`config.mk`:
```
export PLATFORM = sky130hd
export DESIGN_NAME = twenty_bit_bitwise_or_arbiter
export DESIGN_NICKNAME = d
export VERILOG_FILES = /design/src/rtl/twenty_bit_bitwise_or_arbiter.sv
export SDC_FILE = /design/constraint.sdc
export NUM_CORES = 1
export LEC_CHECK = 0
export CAP_MARGIN = 10
export CORE_UTILIZATION = 44
export CTS_CLUSTER_DIAMETER = 60
export DETAILED_ROUTE_END_ITERATION = 6
export GPL_ROUTABILITY_DRIVEN = 0
export PLACE_DENSITY = 0.88
export SYNTH_ARGS = -nofsm -noshare
export SYNTH_HDL_FRONTEND = slang
export SYNTH_SLANG_ARGS = --single-unit
```
`constraint.sdc`:
```
create_clock -name clk -period 2.75 [get_ports clk]
set_input_delay 0.4125 -clock clk [delete_from_list [all_inputs] [get_ports clk]]
set_output_delay 0.4125 -clock clk [all_outputs]
set_load 0.02 [all_outputs]
```
`src/rtl/twenty_bit_bitwise_or_arbiter.sv`:
```
// Round-robin arbiter sharing one registered WIDTH-bit OR unit between two requesters.
// The result is tagged with the owning requester id and held until acknowledged.
module twenty_bit_bitwise_or_arbiter #(
  parameter int WIDTH     = 20,
  parameter int CNT_WIDTH = 8
) (
  input  logic                 clk,
  input  logic                 rst,
  input  logic                 req0_valid,
  input  logic [WIDTH-1:0]     req0_a,
  input  logic [WIDTH-1:0]     req0_b,
  output logic                 req0_ready,
  input  logic                 req1_valid,
  input  logic [WIDTH-1:0]     req1_a,
  input  logic [WIDTH-1:0]     req1_b,
  output logic                 req1_ready,
  output logic                 resp_valid,
  output logic                 resp_id,
  output logic [WIDTH-1:0]     resp_data,
  input  logic                 resp_ready,
  output logic [CNT_WIDTH-1:0] op_count
);

  typedef enum logic [1:0] {
    IDLE = 2'd0,
    EXEC = 2'd1,
    RESP = 2'd2
  } state_t;

  state_t             state_r;
  state_t             next_state_s;
  logic               last_grant_r;
  logic               grant_valid_s;
  logic               grant_id_s;
  logic [WIDTH-1:0]   a_r;
  logic [WIDTH-1:0]   b_r;
  logic               id_r;

  // Grant selection: only in IDLE; on contention the requester not served last wins.
  always_comb begin
    grant_valid_s = 1'b0;
    grant_id_s    = 1'b0;
    if (state_r == IDLE) begin
      case ({req1_valid, req0_valid})
        2'b01: begin
          grant_valid_s = 1'b1;
          grant_id_s    = 1'b0;
        end
        2'b10: begin
          grant_valid_s = 1'b1;
          grant_id_s    = 1'b1;
        end
        2'b11: begin
          grant_valid_s = 1'b1;
          grant_id_s    = ~last_grant_r;
        end
        default: begin
          grant_valid_s = 1'b0;
          grant_id_s    = 1'b0;
        end
      endcase
    end else begin
      grant_valid_s = 1'b0;
      grant_id_s    = 1'b0;
    end
  end

  // A grant implies the chosen requester's valid is high, so ready == transfer.
  assign req0_ready = grant_valid_s & ~grant_id_s;
  assign req1_ready = grant_valid_s &  grant_id_s;

  // Next-state logic for the IDLE -> EXEC -> RESP sequence.
  always_comb begin
    next_state_s = state_r;
    case (state_r)
      IDLE: begin
        if (grant_valid_s) begin
          next_state_s = EXEC;
        end else begin
          next_state_s = IDLE;
        end
      end
      EXEC: next_state_s = RESP;
      RESP: begin
        if (resp_ready) begin
          next_state_s = IDLE;
        end else begin
          next_state_s = RESP;
        end
      end
      default: next_state_s = IDLE;
    endcase
  end

  // State register and arbitration history; last_grant resets to 1 so requester 0 wins first.
  always_ff @(posedge clk or posedge rst) begin
    if (rst) begin
      state_r      <= IDLE;
      last_grant_r <= 1'b1;
    end else begin
      state_r <= next_state_s;
      if (grant_valid_s) begin
        last_grant_r <= grant_id_s;
      end
    end
  end

  // Operand capture on transfer, OR evaluation in EXEC, result hold until ack in RESP.
  always_ff @(posedge clk or posedge rst) begin
    if (rst) begin
      a_r        <= {WIDTH{1'b0}};
      b_r        <= {WIDTH{1'b0}};
      id_r       <= 1'b0;
      resp_valid <= 1'b0;
      resp_id    <= 1'b0;
      resp_data  <= {WIDTH{1'b0}};
    end else begin
      case (state_r)
        IDLE: begin
          if (grant_valid_s) begin
            a_r  <= grant_id_s ? req1_a : req0_a;
            b_r  <= grant_id_s ? req1_b : req0_b;
            id_r <= grant_id_s;
          end
        end
        EXEC: begin
          resp_data  <= a_r | b_r;
          resp_id    <= id_r;
          resp_valid <= 1'b1;
        end
        RESP: begin
          if (resp_ready) begin
            resp_valid <= 1'b0;
          end
        end
        default: resp_valid <= 1'b0;
      endcase
    end
  end

  // Completed-response counter, wraps silently.
  always_ff @(posedge clk or posedge rst) begin
    if (rst) begin
      op_count <= {CNT_WIDTH{1'b0}};
    end else if ((state_r == RESP) && resp_ready) begin
      op_count <= op_count + {{(CNT_WIDTH-1){1'b0}}, 1'b1};
    end
  end

endmodule

```
Word level (Yosys, flattened, before mapping)
Cells that the tools add are included.
{"block": "op_classes", "n_reduce_logical": 5, "add_sub_neg": 1, "eq_ne": 6, "mux": 11, "bitwise": 6}
{"operator": "$mux W20", "n": 2}
{"operator": "$or A20 B20 Y20", "n": 1}
{"operator": "$add A8 B1 Y8 const B", "n": 1}
{"operator": "$eq A2 B2 Y1 const B", "n": 3}
{"operator": "$pmux W2 S3", "n": 1}
{"operator": "$mux W1", "n": 5}
{"operator": "$eq A2 B1 Y1 const B", "n": 2}
{"operator": "$reduce_and A2 Y1", "n": 2}
{"operator": "$not A1 Y1", "n": 3}
{"operator": "$pmux W1 S3", "n": 1}
{"operator": "$reduce_or A3 Y1", "n": 1}
{"operator": "$and A1 B1 Y1", "n": 2}
{"operator": "$logic_not A2 Y1", "n": 1}
{"operator": "$mux W2", "n": 1}
{"operator": "$ne A2 B2 Y1 const B", "n": 1}
{"operator": "$pmux W1 S2", "n": 1}
{"operator": "$logic_and A1 B1 Y1", "n": 1}
{"block": "totals", "regBits": 74, "in_bits": 85, "word_cells": 38, "output_inout_bits": 32}

Logic depth before layout (Yosys ltp)
Gate-level depths: netlist of run 1.
{"block": "depth", "word_depth": 6, "ltp_mapped": 5, "mapped_depth_nobuf": 4}

Worst setup path before layout of run 1
Ideal clock, no wire load.
{"block": "synth_path", "kind": "reg2out", "start": "register state_r[1]", "end": "output req0_ready", "slack_ns": 1.198, "required_time_ns": 2.338, "t_arrival_ns": 1.139, "path_stages_with_launch": 5, "n_path_buf": 2, "path_cell_list": "dfrtp_1 > nor2_2 > and3_1 > buf_2 > buf_2"}
{"block": "synth_via", "elab_chain_cells": 4, "elab_cells_between_ends": 5, "classes_between": "2 x mux; 2 x bitwise; 1 x reduce/logical"}
{"item": "from (decl)", "line_no": "30", "text": "state_t state_r;"}
{"item": "from (signal assigned)", "line_no": "101", "text": "state_r <= next_state_s;"}
{"item": "$logic_not A2 Y1 *", "line_no": "43", "text": "if (state_r == IDLE) begin"}
{"item": "$mux W1", "line_no": "43"}
{"item": "$not A1 Y1", "line_no": "69", "text": "assign req0_ready = grant_valid_s & ~grant_id_s;"}
{"item": "$and A1 B1 Y1 *", "line_no": "69"}
{"item": "to (decl)", "line_no": "12", "text": "output logic req0_ready,"}
Every way passes the cells marked *; elsewhere a longest branch is shown, timed or not.

Worst setup path after layout of run 1
{"block": "layout_path", "start": "register state_r[1]", "end": "output req1_ready"}
{"block": "layout_via", "elab_chain_cells": 3, "elab_cells_between_ends": 4, "classes_between": "2 x mux; 1 x bitwise; 1 x reduce/logical"}
{"item": "$logic_not A2 Y1 *", "line_no": "43"}
{"item": "$mux W1", "line_no": "43"}
{"item": "$and A1 B1 Y1 *", "line_no": "70", "text": "assign req1_ready = grant_valid_s & grant_id_s;"}
{"item": "to (decl)", "line_no": "16", "text": "output logic req1_ready,"}
Marks and branches as above.

==> flow_summary_export.csv, run 1 <==
group,metric,value,unit
detailed_routing,drtIter0Drc,136,
sta,finalSetupTns,0,ns
sta,hold_viol,0,
detailed_routing,drt-total-wl,8.01,mm
setup_path,startpoint_type,"flip-flop",
setup_path,cp.depth,3,
finish,nets,472,
setup_path,worstRegToRegCells,4,
setup_path,path_cells,"nor2_2, and3_1, clkdlybuf4s50_1",
yosys,synth.largest_area_cell,"dfrtp_1",
setup_path,crit_required,2.34,ns
global_routing,grt_remaining_overflow,0,
sta,worstMarginPinSlew,0.668,ns
setup_path,critPathCaptureType,"primary output",
power_and_ir_drop,pwr_density_cell,1080,nW/µm²
floorplanning,die-width,87.3,µm
floorplanning,rows,30,
floorplanning,initial_core_util,46.3,%
yosys,yosys_warnings,0,
detailed_routing,wl_per_cell,16.5,µm
setup_path,r2r-start,"state_r[1]",
sta,clock_skew,0.0104,ns
yosys,post-synth-top-count-cell,"dfrtp_1",
power_and_ir_drop,p_leak,1.96,nW
finish,drive_gt1_share,6.92,%
global_routing,grt_max_degree,50,
yosys,netlist_instances,276,
clocking,clock-sinks,74,
floorplanning,coreArea,6910,µm²
setup_path,worst-path-buf-inv,1,
global_routing,grt_pass1_vias,2569,
detailed_routing,antenna_left,0,
clocking,cts_made_buffers,9,
clocking,clk_path_buf_depth,2,
finish,diodes,0,
clocking,clk_pin_slew,0.07,ns
setup_path,cp_max_fo,7,
yosys,synth-seq-area-share,57.9,%
setup_path,crit_type,"reg2out",
sta,finalSetupViolCount,0,
detailed_routing,drcViolationCount,0,
yosys,syn_nets,362,
floorplanning,boundaryPins,117,
clocking,cts_tree,"built",
setup_path,r2r_end,"b_r[11]",
power_and_ir_drop,finalPower,4.99,mW
detailed_routing,vias_per_cell,5.23,
setup_path,critPathMaxStageDelay,0.61,ns
yosys,synth-edff-count,0,
setup_path,path_delay_family,"buffers and inverters",
placement,io_buffer_count,116,
global_routing,antenna_found_initial,0,
yosys,syn_area_per_cell,11.6,µm²
setup_path,slowest_stage,"clkdlybuf4s50_1",
clocking,hold_buffers,0,
sta,drv_slew,0,
clocking,cts_root_buffer,"clkbuf_8",
run,max_cap_violations,0,
clocking,clock_latency,0.33,ns
run_status,outcome,"completed",
detailed_routing,firstDrtPassIters,4,
detailed_routing,routed-via-count,2541,
yosys,ys_ff_latch,74,
hold_path,hold_path_class,"in2async",
power_and_ir_drop,ir_drop,0.731,mV
clocking,htree_levels,3,
global_routing,track_usage,22.5,%
finish,syn_to_final_growth,44.5,%
placement,hpwl,5.70,mm
sta,period_needed,2.27,ns
global_routing,grt_pass1_wl,12.9,mm
clocking,post-cts-setup-buffers,0,
clocking,cts_resized,0,
yosys,netlist_top_cells_count,"dfrtp_1 (73), a21boi_0 (40), a221o_1 (40)",
yosys,synth_top_area_share,57.1,%
sta,fin_crit_sh,82.5,%
yosys,synth_area,3200,µm²
floorplanning,die_h,87.3,µm
setup_path,worstPathArrival,1.86,ns
yosys,yosys-top-cells-area,"dfrtp_1 (57%), a221o_1 (13%), a21boi_0 (9.4%)",
setup_path,r2r_slack,1.06,ns
yosys,synthArstFlopShare,100,%
sta,rsz0062_at_grt,"no",
sta,hold_slack,0.469,ns
sta,max_slew_margin,55.5,%
yosys,synth_ff_type,"dfrtp_1",
yosys,ys_types,29,
sta,fmax,441,MHz
floorplanning,dieArea,7620,µm²
==> registers in the layout, indices dropped and copies added, names as in the netlist <==
name and flops:
a_r 20, op_count 8, last_grant_r 1, resp_data 20, state_r 2, resp_id 1
resp_valid 1, id_r 1, b_r 20
==> report_power, final <==
group	switching, mW	internal, mW	total, mW
Sequential	0.327	1.62	1.94
Clock	0.379	0.533	0.912
Combinational	1.06	1.07	2.13
==> routing by layer <==
| metal | share of wire (%) | GRT usage (%) | wire length (µm) | up-vias |
|---|---|---|---|---|
| met5 | 0 | 0 | 0 | - |
| li1 | - | - | - | 1232 |
| met1 | 45 | 30.8 | 3590 | 1208 |
| met2 | 49 | 35.5 | 3930 | 89 |
| met4 | 1.7 | 8.64 | 138 | 0 |
| met3 | 4.5 | 4.45 | 358 | 12 |
==> final cells by class <==
type / instances / area [µm²]
Multi-Input combinational cell: 178 / 1210
Inverter: 1 / 3.75
Clock inverter: 4 / 76.3
Sequential cell: 74 / 1850
Fill cell: 548 / 2280
Timing Repair Buffer: 122 / 1220
Clock buffer: 11 / 141
Tap cell: 96 / 120
==> cell usage in the layout (no fill, tap or decap), drive strengths merged, types with 2 or more instances in the layout <==
| cell type | n |
|---|---|
| nor3 | 2 |
| nand2 | 24 |
| xnor2 | 2 |
| nor2 | 25 |
| dfrtp | 73 |
| clkdlybuf4s50 | 116 |
| o21ai | 22 |
| buf | 6 |
| clkbuf | 11 |
| nand2b | 2 |
| a221o | 40 |
| mux2 | 2 |
| xor2 | 5 |
| and3 | 2 |
| a21boi | 40 |
| nand4b | 2 |
| nand4 | 2 |
| bufinv | 2 |
==> how the worst max path moves through the flow <==
stage          slack, ns         end       start
3_5_place_dp        0.59     a_r[11]  req1_valid
2_1_floorplan       0.46      a_r[0]         rst
3_3_place_gp        0.60  req1_ready  req1_valid
5_1_grt             0.38  req0_ready  state_r[1]
4_1_cts             0.45  req1_ready  state_r[1]
6_report            0.48  req1_ready  state_r[1]
==> logic make-up after synthesis <==
logic type,share of synthesized area [%]
muxes,0.704
AOI/OAI and AO/OA,26.0
DFF,57.9
and+or+nand+nor,8.72
xor gates and xnor gates,1.92
adders and majority gates,0.391
buffers and inverters,4.30
==> worst register-to-register path, delay by kind of cell, from the launching register on <==
kind	cells	cell delay, ns
and+or+nand+nor	1	0.23
DFF	1	0.45
AOI/OAI and AO/OA	2	0.50
buffers and inverters	1	0.39
==> per-stage QoR <==
stage / area, µm² / std cells / setup slack, ns / util (%)
after global routing: 4620 / 486 / 0.377 / 66.9
after floorplan: 3200 / 276 / 0.458 / -
after detailed placement: 4400 / 471 / 0.588 / 63.8
after CTS: 4620 / 486 / 0.451 / 66.9
after global placement: 4400 / 471 / 0.596 / 63.8
final: 4620 / 486 / 0.482 / 66.9
Note: power is estimated with default switching activity, not from simulation.
==> run 2: changes to the inputs <==
- CORE_UTILIZATION: 44 -> 40
- PLACE_DENSITY: 0.88 -> 0.85
- clock period: 2.75 -> 1.95 ns (I/O delays scaled with it)
==> flow_summary_export.csv, run 2 (synthesis gave the netlist of run 1 again) <==
group,metric,value,unit
global_routing,grt_pass1_wl,13.7,mm
clocking,clk_pin_slew,0.07,ns
clocking,cts_tree,"built",
clocking,cts_root_buffer,"clkbuf_8",
setup_path,cp_max_fo,4,
sta,finalSetupViolCount,0,
finish,diodes,0,
sta,hold_slack,0.426,ns
detailed_routing,met2_length,4.21,mm
clocking,clock_latency,0.34,ns
clocking,clk_path_buf_depth,2,
placement,io_buffer_count,116,
finish,reg.largest.list,"a_r (20), b_r (20), resp_data (20)",
clocking,post-cts-setup-buffers,0,
run,max_cap_violations,0,
sta,period_needed,1.84,ns
power_and_ir_drop,p_leak,1.99,nW
floorplanning,dieArea,8360,µm²
detailed_routing,routed-via-count,2694,
placement,preCtsSetupSlack,-0.0196,ns
floorplanning,die-width,91.4,µm
placement,dp.cells,482,
global_routing,track_usage,21.4,%
detailed_routing,highest-signal-layer,"met4",
finish,final_cell_mix,"clkdlybuf4s50_1 (114), dfrtp_1 (73), a21boi_0 (40), a221o_1 (40)",
floorplanning,boundaryPins,117,
sta,worstMarginPinSlew,0.529,ns
power_and_ir_drop,ir_drop,0.698,mV
floorplanning,coreArea,7730,µm²
clocking,htree_levels,3,
floorplanning,rows,32,
placement,hpwl,5.96,mm
detailed_routing,wl_met1,3.43,mm
detailed_routing,antenna_left,0,
placement,dpl_cell_area,4450,µm²
clocking,hold_buffers,0,
clocking,cts_made_buffers,9,
sta,max_slew_margin,64.8,%
detailed_routing,dr_wl_met3,361,µm
detailed_routing,vias_per_cell,5.41,
finish,drive_gt1_share,8.33,%
setup_path,critPathCaptureType,"primary output",
detailed_routing,drt-total-wl,8.25,mm
clocking,clock-sinks,74,
setup_path,r2r_slack,0.35,ns
detailed_routing,drtIter0Drc,179,
detailed_routing,drcViolationCount,0,
global_routing,grt_max_degree,43,
sta,hold_viol,0,
sta,clock_skew,0.00601,ns
floorplanning,initial_core_util,41.4,%
run_status,outcome,"completed",
power_and_ir_drop,pwr_density_cell,1510,nW/µm²
sta,fmax,544,MHz
finish,fin_cells,498,
sta,rsz0062_at_grt,"no",
sta,drv_slew,0,
power_and_ir_drop,finalPower,7.07,mW
finish,nets,477,
detailed_routing,firstDrtPassIters,5,
clocking,cts_resized,2,
global_routing,grt_remaining_overflow,0,
sta,fin_ws,0.112,ns
setup_path,worstPathArrival,1.55,ns
setup_path,crit_type,"reg2out",
finish,design_area,4670,µm²
finish,layout_commonest_cell,"clkdlybuf4s50_1",
detailed_routing,wl_per_cell,16.6,µm
floorplanning,die_h,91.4,µm
global_routing,antenna_found_initial,0,
setup_path,crit_required,1.66,ns
setup_path,startpoint_type,"flip-flop",
finish,syn_to_final_growth,46.0,%
sta,fin_crit_sh,94.3,%
hold_path,hold_path_class,"in2async",
global_routing,grt_pass1_vias,2730,
## run 2: final cells by class
| cell class | instances | area [µm²] |
|---|---|---|
| Clock buffer | 11 | 141 |
| Clock inverter | 5 | 77.6 |
| Fill cell | 629 | 3060 |
| Inverter | 1 | 7.51 |
| Multi-Input combinational cell | 178 | 1210 |
| Sequential cell | 74 | 1850 |
| Tap cell | 102 | 128 |
| Timing Repair Buffer | 127 | 1250 |
## run 2: routing by layer
| metal | vias up | global-route usage, % |
|---|---|---|
| met1 | 1342 | 27.4 |
| met2 | 83 | 35.0 |
| met5 | - | 0 |
| met4 | 0 | 10.4 |
| li1 | 1251 | - |
| met3 | 18 | 3.77 |
## run 2: critical path: stages (launching register included)
cell	delay (ns)
dfrtp_1	0.39
nor2_2	0.22
and3_1	0.25
dlygate4sd2_1	0.35
## run 2: worst paths after layout
path                                end    startpoint  depth (start not counted)
max                          req0_ready    state_r[1]                          3
min                        resp_data[3]           rst                          3
max reg2reg                     b_r[12]  last_grant_r                          4
min reg2reg                resp_data[9]  resp_data[9]                          2
max in group asynchronous       a_r[12]           rst                          3
min in group clk           resp_data[9]  resp_data[9]                          2
## run 2: metrics by stage
stage / TNS [ns] / utilization (%)
detailed placement: -0.0196 / 57.6
CTS: 0 / 60.4
floorplan: 0 / -
global route: 0 / 60.4
global placement: -0.0121 / 57.6
finish: 0 / 60.4
## run 2: where the power goes
group / switching (mW) / internal (mW)
sequential: 0.428 / 2.28
combinational: 1.52 / 1.54
clock: 0.552 / 0.752
